File: src/rtl/mixcol_seq_if.sv
// Handshake bundle for the column-serial MixColumns engine: start side and result side.
interface mixcol_seq_if;
  logic         start_valid;
  logic         start_ready;
  logic         inv;
  logic [127:0] state_in;
  logic         out_valid;
  logic         out_ready;
  logic [127:0] state_out;
  logic         busy;

  modport master (
    output start_valid, inv, state_in, out_ready,
    input  start_ready, out_valid, state_out, busy
  );

  modport slave (
    input  start_valid, inv, state_in, out_ready,
    output start_ready, out_valid, state_out, busy
  );
endinterface

File: src/rtl/mixcol_seq.sv
// Column-serial AES MixColumns/InvMixColumns: COLS_PER_CYCLE lanes sweep the four
// state columns from a captured source register into a registered result.
module mixcol_lane (
  input  logic        inv,
  input  logic [31:0] col_i,
  output logic [31:0] col_o
);
  function automatic logic [7:0] xt(input logic [7:0] a);
    return {a[6:0], 1'b0} ^ {3'b000, a[7], a[7], 1'b0, a[7], a[7]};
  endfunction
  function automatic logic [7:0] gm2(input logic [7:0] a);
    return xt(a);
  endfunction
  function automatic logic [7:0] gm3(input logic [7:0] a);
    return xt(a) ^ a;
  endfunction
  function automatic logic [7:0] gm9(input logic [7:0] a);
    return xt(xt(xt(a))) ^ a;
  endfunction
  function automatic logic [7:0] gm11(input logic [7:0] a);
    return xt(xt(xt(a))) ^ xt(a) ^ a;
  endfunction
  function automatic logic [7:0] gm13(input logic [7:0] a);
    return xt(xt(xt(a))) ^ xt(xt(a)) ^ a;
  endfunction
  function automatic logic [7:0] gm14(input logic [7:0] a);
    return xt(xt(xt(a))) ^ xt(xt(a)) ^ xt(a);
  endfunction

  logic [7:0] a [4];

  // Every output row is the row-0 equation with the input column rotated by r.
  always_comb begin
    col_o = '0;
    for (int r = 0; r < 4; r++) a[r] = col_i[31-8*r -: 8];
    for (int r = 0; r < 4; r++) begin
      if (inv)
        col_o[31-8*r -: 8] = gm14(a[r]) ^ gm11(a[(r+1)%4]) ^ gm13(a[(r+2)%4]) ^ gm9(a[(r+3)%4]);
      else
        col_o[31-8*r -: 8] = gm2(a[r]) ^ gm3(a[(r+1)%4]) ^ a[(r+2)%4] ^ a[(r+3)%4];
    end
  end
endmodule

module mixcol_seq #(
  parameter int COLS_PER_CYCLE = 1
) (
  input  logic         clk,
  input  logic         reset,
  mixcol_seq_if.slave  bus
);
  if (COLS_PER_CYCLE != 1 && COLS_PER_CYCLE != 2 && COLS_PER_CYCLE != 4) begin : g_bad_cols
    $error("mixcol_seq: COLS_PER_CYCLE must be 1, 2 or 4");
  end

  localparam logic [1:0] LAST = 2'(4 - COLS_PER_CYCLE);
  localparam logic [1:0] STEP = 2'(COLS_PER_CYCLE);

  typedef enum logic [1:0] {IDLE, BUSY, DONE} state_t;

  state_t       state_q, state_d;
  logic [1:0]   cnt_q, cnt_d;
  logic [127:0] src_q, src_d;
  logic [127:0] out_q, out_d;
  logic         inv_q, inv_d;

  logic [3:0][31:0] src_cols, out_cols;
  logic [COLS_PER_CYCLE-1:0][31:0] lane_in, lane_out;

  // Column c sits at src_cols[3-c]; the 2-bit index wraps naturally.
  always_comb begin
    src_cols = src_q;
    for (int k = 0; k < COLS_PER_CYCLE; k++)
      lane_in[k] = src_cols[2'd3 - (cnt_q + 2'(k))];
  end

  for (genvar k = 0; k < COLS_PER_CYCLE; k++) begin : g_lane
    mixcol_lane u_lane (
      .inv   (inv_q),
      .col_i (lane_in[k]),
      .col_o (lane_out[k])
    );
  end

  always_comb begin
    state_d  = state_q;
    cnt_d    = cnt_q;
    src_d    = src_q;
    inv_d    = inv_q;
    out_d    = out_q;
    out_cols = out_q;
    case (state_q)
      IDLE: if (bus.start_valid) begin
        src_d   = bus.state_in;
        inv_d   = bus.inv;
        cnt_d   = '0;
        state_d = BUSY;
      end
      BUSY: begin
        for (int k = 0; k < COLS_PER_CYCLE; k++)
          out_cols[2'd3 - (cnt_q + 2'(k))] = lane_out[k];
        out_d = out_cols;
        if (cnt_q == LAST) begin
          cnt_d   = '0;
          state_d = DONE;
        end else begin
          cnt_d = cnt_q + STEP;
        end
      end
      DONE: if (bus.out_ready) state_d = IDLE;
      default: state_d = IDLE;
    endcase
  end

  always_ff @(posedge clk or posedge reset) begin
    if (reset) begin
      state_q <= IDLE;
      cnt_q   <= '0;
      src_q   <= '0;
      out_q   <= '0;
      inv_q   <= 1'b0;
    end else begin
      state_q <= state_d;
      cnt_q   <= cnt_d;
      src_q   <= src_d;
      out_q   <= out_d;
      inv_q   <= inv_d;
    end
  end

  assign bus.start_ready = (state_q == IDLE);
  assign bus.out_valid   = (state_q == DONE);
  assign bus.busy        = (state_q != IDLE);
  assign bus.state_out   = out_q;
endmodule

File: src/flat_wrapper.sv
// flat-port wrapper written by rule: the top's interface ports become plain ports
module mixcol_seq_flat 
#(
  parameter int COLS_PER_CYCLE = 1
)
  (clk, reset, bus_start_valid, bus_inv, bus_state_in, bus_out_ready, bus_start_ready, bus_out_valid, bus_state_out, bus_busy);
  mixcol_seq_if bus_i ();
  input  logic clk;
  input  logic reset;
  input wire logic [$bits(bus_i.start_valid)-1:0] bus_start_valid;
  input wire logic [$bits(bus_i.inv)-1:0] bus_inv;
  input wire logic [$bits(bus_i.state_in)-1:0] bus_state_in;
  input wire logic [$bits(bus_i.out_ready)-1:0] bus_out_ready;
  output wire logic [$bits(bus_i.start_ready)-1:0] bus_start_ready;
  output wire logic [$bits(bus_i.out_valid)-1:0] bus_out_valid;
  output wire logic [$bits(bus_i.state_out)-1:0] bus_state_out;
  output wire logic [$bits(bus_i.busy)-1:0] bus_busy;
  assign bus_i.start_valid = bus_start_valid;
  assign bus_i.inv = bus_inv;
  assign bus_i.state_in = bus_state_in;
  assign bus_i.out_ready = bus_out_ready;
  assign bus_start_ready = bus_i.start_ready;
  assign bus_out_valid = bus_i.out_valid;
  assign bus_state_out = bus_i.state_out;
  assign bus_busy = bus_i.busy;
  mixcol_seq #(.COLS_PER_CYCLE(COLS_PER_CYCLE)) u_core (.clk(clk), .reset(reset), .bus(bus_i));
endmodule
File: config.mk
export PLATFORM = sky130hd
export DESIGN_NAME = mixcol_seq_flat
export DESIGN_NICKNAME = d
export VERILOG_FILES = /design/src/rtl/mixcol_seq_if.sv /design/src/rtl/mixcol_seq.sv /design/src/flat_wrapper.sv
export SDC_FILE = /design/constraint.sdc
export NUM_CORES = 1
export LEC_CHECK = 0
export CORE_ASPECT_RATIO = 1.5
export CORE_UTILIZATION = 25
export CTS_BUF_LIST = sky130_fd_sc_hd__clkbuf_4 sky130_fd_sc_hd__clkbuf_8 sky130_fd_sc_hd__clkbuf_16
export CTS_CLUSTER_SIZE = 25
export DETAILED_ROUTE_END_ITERATION = 16
export DONT_BUFFER_PORTS = 1
export GPL_TIMING_DRIVEN = 0
export PLACE_DENSITY = 0.39
export SYNTH_ARGS = -nofsm -noshare
export SYNTH_HDL_FRONTEND = slang
export SYNTH_HIERARCHICAL = 1
export SYNTH_SLANG_ARGS = --single-unit
File: constraint.sdc
create_clock -name clk -period 12.7 [get_ports clk]
set_input_delay 1.27 -clock clk [delete_from_list [all_inputs] [get_ports clk]]
set_output_delay 1.27 -clock clk [all_outputs]
set_load 0.03 [all_outputs]
==> results by group <==
Drt
  – DRT met1 WL: 14900 um
  – DRT iter0 DRCs: just over 200
  – DR vias: 7062
  – DR top layer: met5
  – Ratio of routed vias to standard cells: 4.35
  – Routed Antenna Nets: 0
  – Drt drc: 0
  – WL met2: about 22000 um
  – Wire length on met3: 2480 um
  – WL final: 40700 um
  – TritonRoute pass-1 iters: 6
  – WL/cell: roughly 25 um

Global route
  – First-pass GRT wire length: ~59000 um
  – GR Util All Layers: 0.153
  – Initial antenna violation count: 12
  – Number of global-route vias before repair: about 8000
  – GRT overflow: 0
  – Largest net degree at the start of global routing: 116

Yosys
  – Synthesized instance count: 892
  – Sequential share of the synthesized area: 0.496
  – Most frequently used flop master after synthesis: dfrtp_1
  – Cell Area, Synth: 13200 um2
  – Async SR Flop Fraction: 1.00
  – EDFF count, synth: 0
  – Yosys warnings: 6
  – Syn Area/Cell: 14.8 um2
  – Syn Nets: 1029
  – Synth Register Bits: 261
  – Yosys top cell area share: 0.496
  – Ranking of synthesized cells by area: dfrtp_1 (50%), mux2_2 (22%), xnor2_1 (10%), mux4_2 (5.5%), xor2_1 (3.0%)
  – Synth cell types: 30
  – Synth area leader: dfrtp_1

Floorplanning
  – Io pins: 264
  – Die Y: about 280 um
  – Initial Utilization: 0.254
  – Area of the core: 51800 um2
  – Full die area: 53700 um2
  – Row cnt: 102
  – Die width: 189 um

Final layout
  – Most common library cell in the layout ignoring fill and taps: dfrtp_1
  – Area of the multi-input gates: around 6200 um2
  – # fillers: around 5400
  – Register area: 6530 um2
  – Nets@finish: 1062
  – Syn-to-layout area delta: 13.7%
  – Layout cell share with drive strength beyond 1: 0.423
  – Core Util, Final: 0.289
  – Most frequent cells in the layout: dfrtp_1 (261), mux2_2 (257), xnor2_1 (153)

Clock tree
  – H-tree depth: 1
  – Clock latency at the later pin of the worst-skew pair: 570 ps
  – CTS buffer count: 29
  – Clk buf depth: 3
  – Clk slew on worst S/H paths: 60 ps
  – Post-CTS Resized: 0
  – CTS Sinks: between 200 and 300
  – CTS tree: built
  – Clock Root Buffer: clkbuf_16
  – Post-CTS Setup Bufs: 0
  – # hold bufs at CTS: 0

Worst setup path
  – CP max stage cell: xnor2_1
  – CP delay by family, top: XOR/XNOR gates
  – Max incr delay on CP: between 700 and 800 ps
  – Crit path from: u_core/cnt_q[1]$_DFFE_PP0P_
  – Worst reg2reg path startpoint: u_core/cnt_q[1]$_DFFE_PP0P_
  – WP data required: roughly 13000 ps
  – Crit-path cells: buf_2, buf_1, mux4_2, clkbuf_1, xnor2_1, xnor3_1, xor2_1, xnor2_1, mux2i_1, xnor2_1, mux2_2
  – Crit-path most repeated cell: xnor2_1
  – Crit. End Element: flop
  – Startpoint types: flop
  – CP bufs+invs: 3
  – Max FO, Critical Path: 10
  – Critical path type: reg -> reg
  – Critical path data arrival time: about 5300 ps

Timing
  – Final Max Slew Viols: 0
  – Achievable clock frequency: approximately 210 MHz
  – Min cycle time layout: approximately 4800 ps
  – RSZ-0062 raised after global routing: false
  – Worst slew pin tran: 1040 ps
  – Setup TNS: 0 ps
  – Final setup fails: 0
  – Relative slew margins: 0.305
  – Final period util: 0.374
  – Worst Skew: about 8.8 ps
  – Hold Violations, Final: 0

Hold path
  – Hold path startpoint: u_core/src_cols[7]$_DFFE_PP0P_
  – Worst min path class: reg -> reg

Placed design
  – Hpwl dp: 31200 um
  – Placer Congestion: 0.779
  – IO buf count: 0

Job
  – Max Cap Viol: 0

Run status
  – Outcome: finished clean
flip-flops by register name, summed over array words and instances (netlist names):
signal and flops:
u_core/bus.state_out 128, u_core/cnt_q 2, u_core/inv_q 1, u_core/src_cols 128
u_core/state_q 2
synth_stat cells (all sizes together), types with 3 or more instances:
master and instances:
a21oi 13, buf 43, clkbuf 17, dfrtp 261, ha 4, inv 6, mux2 257, mux2i 4
mux4 32, nand2 9, nand2b 3, nand3b 4, nor2 11, xnor2 157, xnor3 13, xor2 47
xor3 3
per-layer routing:
metal	GRT usage	vias up
li1	-	3137
met1	0.165	3669
met2	0.287	181
met3	0.0403	55
met4	0.0444	20
met5	0	-
through the flow:
| step | hold slack [ps] | instance area, um2 | std cells | setup WS [ps] |
|---|---|---|---|---|
| floorplan | 475 | 13200 | 892 | 4250 |
| global placement | 484 | 14000 | 1568 | 545 |
| detailed placement | 491 | 14100 | 1570 | 7690 |
| CTS | 505 | 15000 | 1622 | 7690 |
| global route | 515 | 15000 | 1624 | 7650 |
| finish | 502 | 15000 | 1624 | 7950 |
worst paths after layout:
path	end	slack (ps)	cells past startpoint
worst max-delay path	u_core/bus.state_out[68]$_DFFE_PP0P_	7950	11
worst min-delay path	u_core/src_cols[7]$_DFFE_PP0P_	500	1
worst max register to register	u_core/bus.state_out[68]$_DFFE_PP0P_	7950	11
worst min register to register	u_core/src_cols[7]$_DFFE_PP0P_	500	1
max in group asynchronous	u_core/bus.state_out[60]$_DFFE_PP0P_	11160	2
min in group asynchronous	u_core/src_cols[116]$_DFFE_PP0P_	560	1
cell families (layout without fill, tap and decap cells):
group                    after synthesis  count (layout)  share of synthesized area
multiplexers                         293             293                      0.277
flip-flops                           261             261                      0.496
XOR/XNOR                             220             220                      0.167
buffers and inverters                 66             120                     0.0360
AND/OR/NAND/NOR                       31              31                     0.0134
AO/OA/AOI/OAI                         17              17                    0.00722
adder cells (fa/ha/maj)                4               4                    0.00380
other                                  0               2                          0
area by class of cell:
| type | count | area share |
|---|---|---|
| sequential | 261 | 0.436 |
| multi-input combinational | 565 | 0.412 |
| tap | 676 | 0.0564 |
| clock buffer | 37 | 0.0541 |
| buffer | 60 | 0.0301 |
| clock inverter | 15 | 0.00559 |
| timing repair buffer | 2 | 0.00367 |
| inverter | 6 | 0.00200 |
| antenna | 2 | 0.000334 |
Power is not shown: default switching activity piles up to over one toggle a cycle in this logic, so the estimate is an artifact.
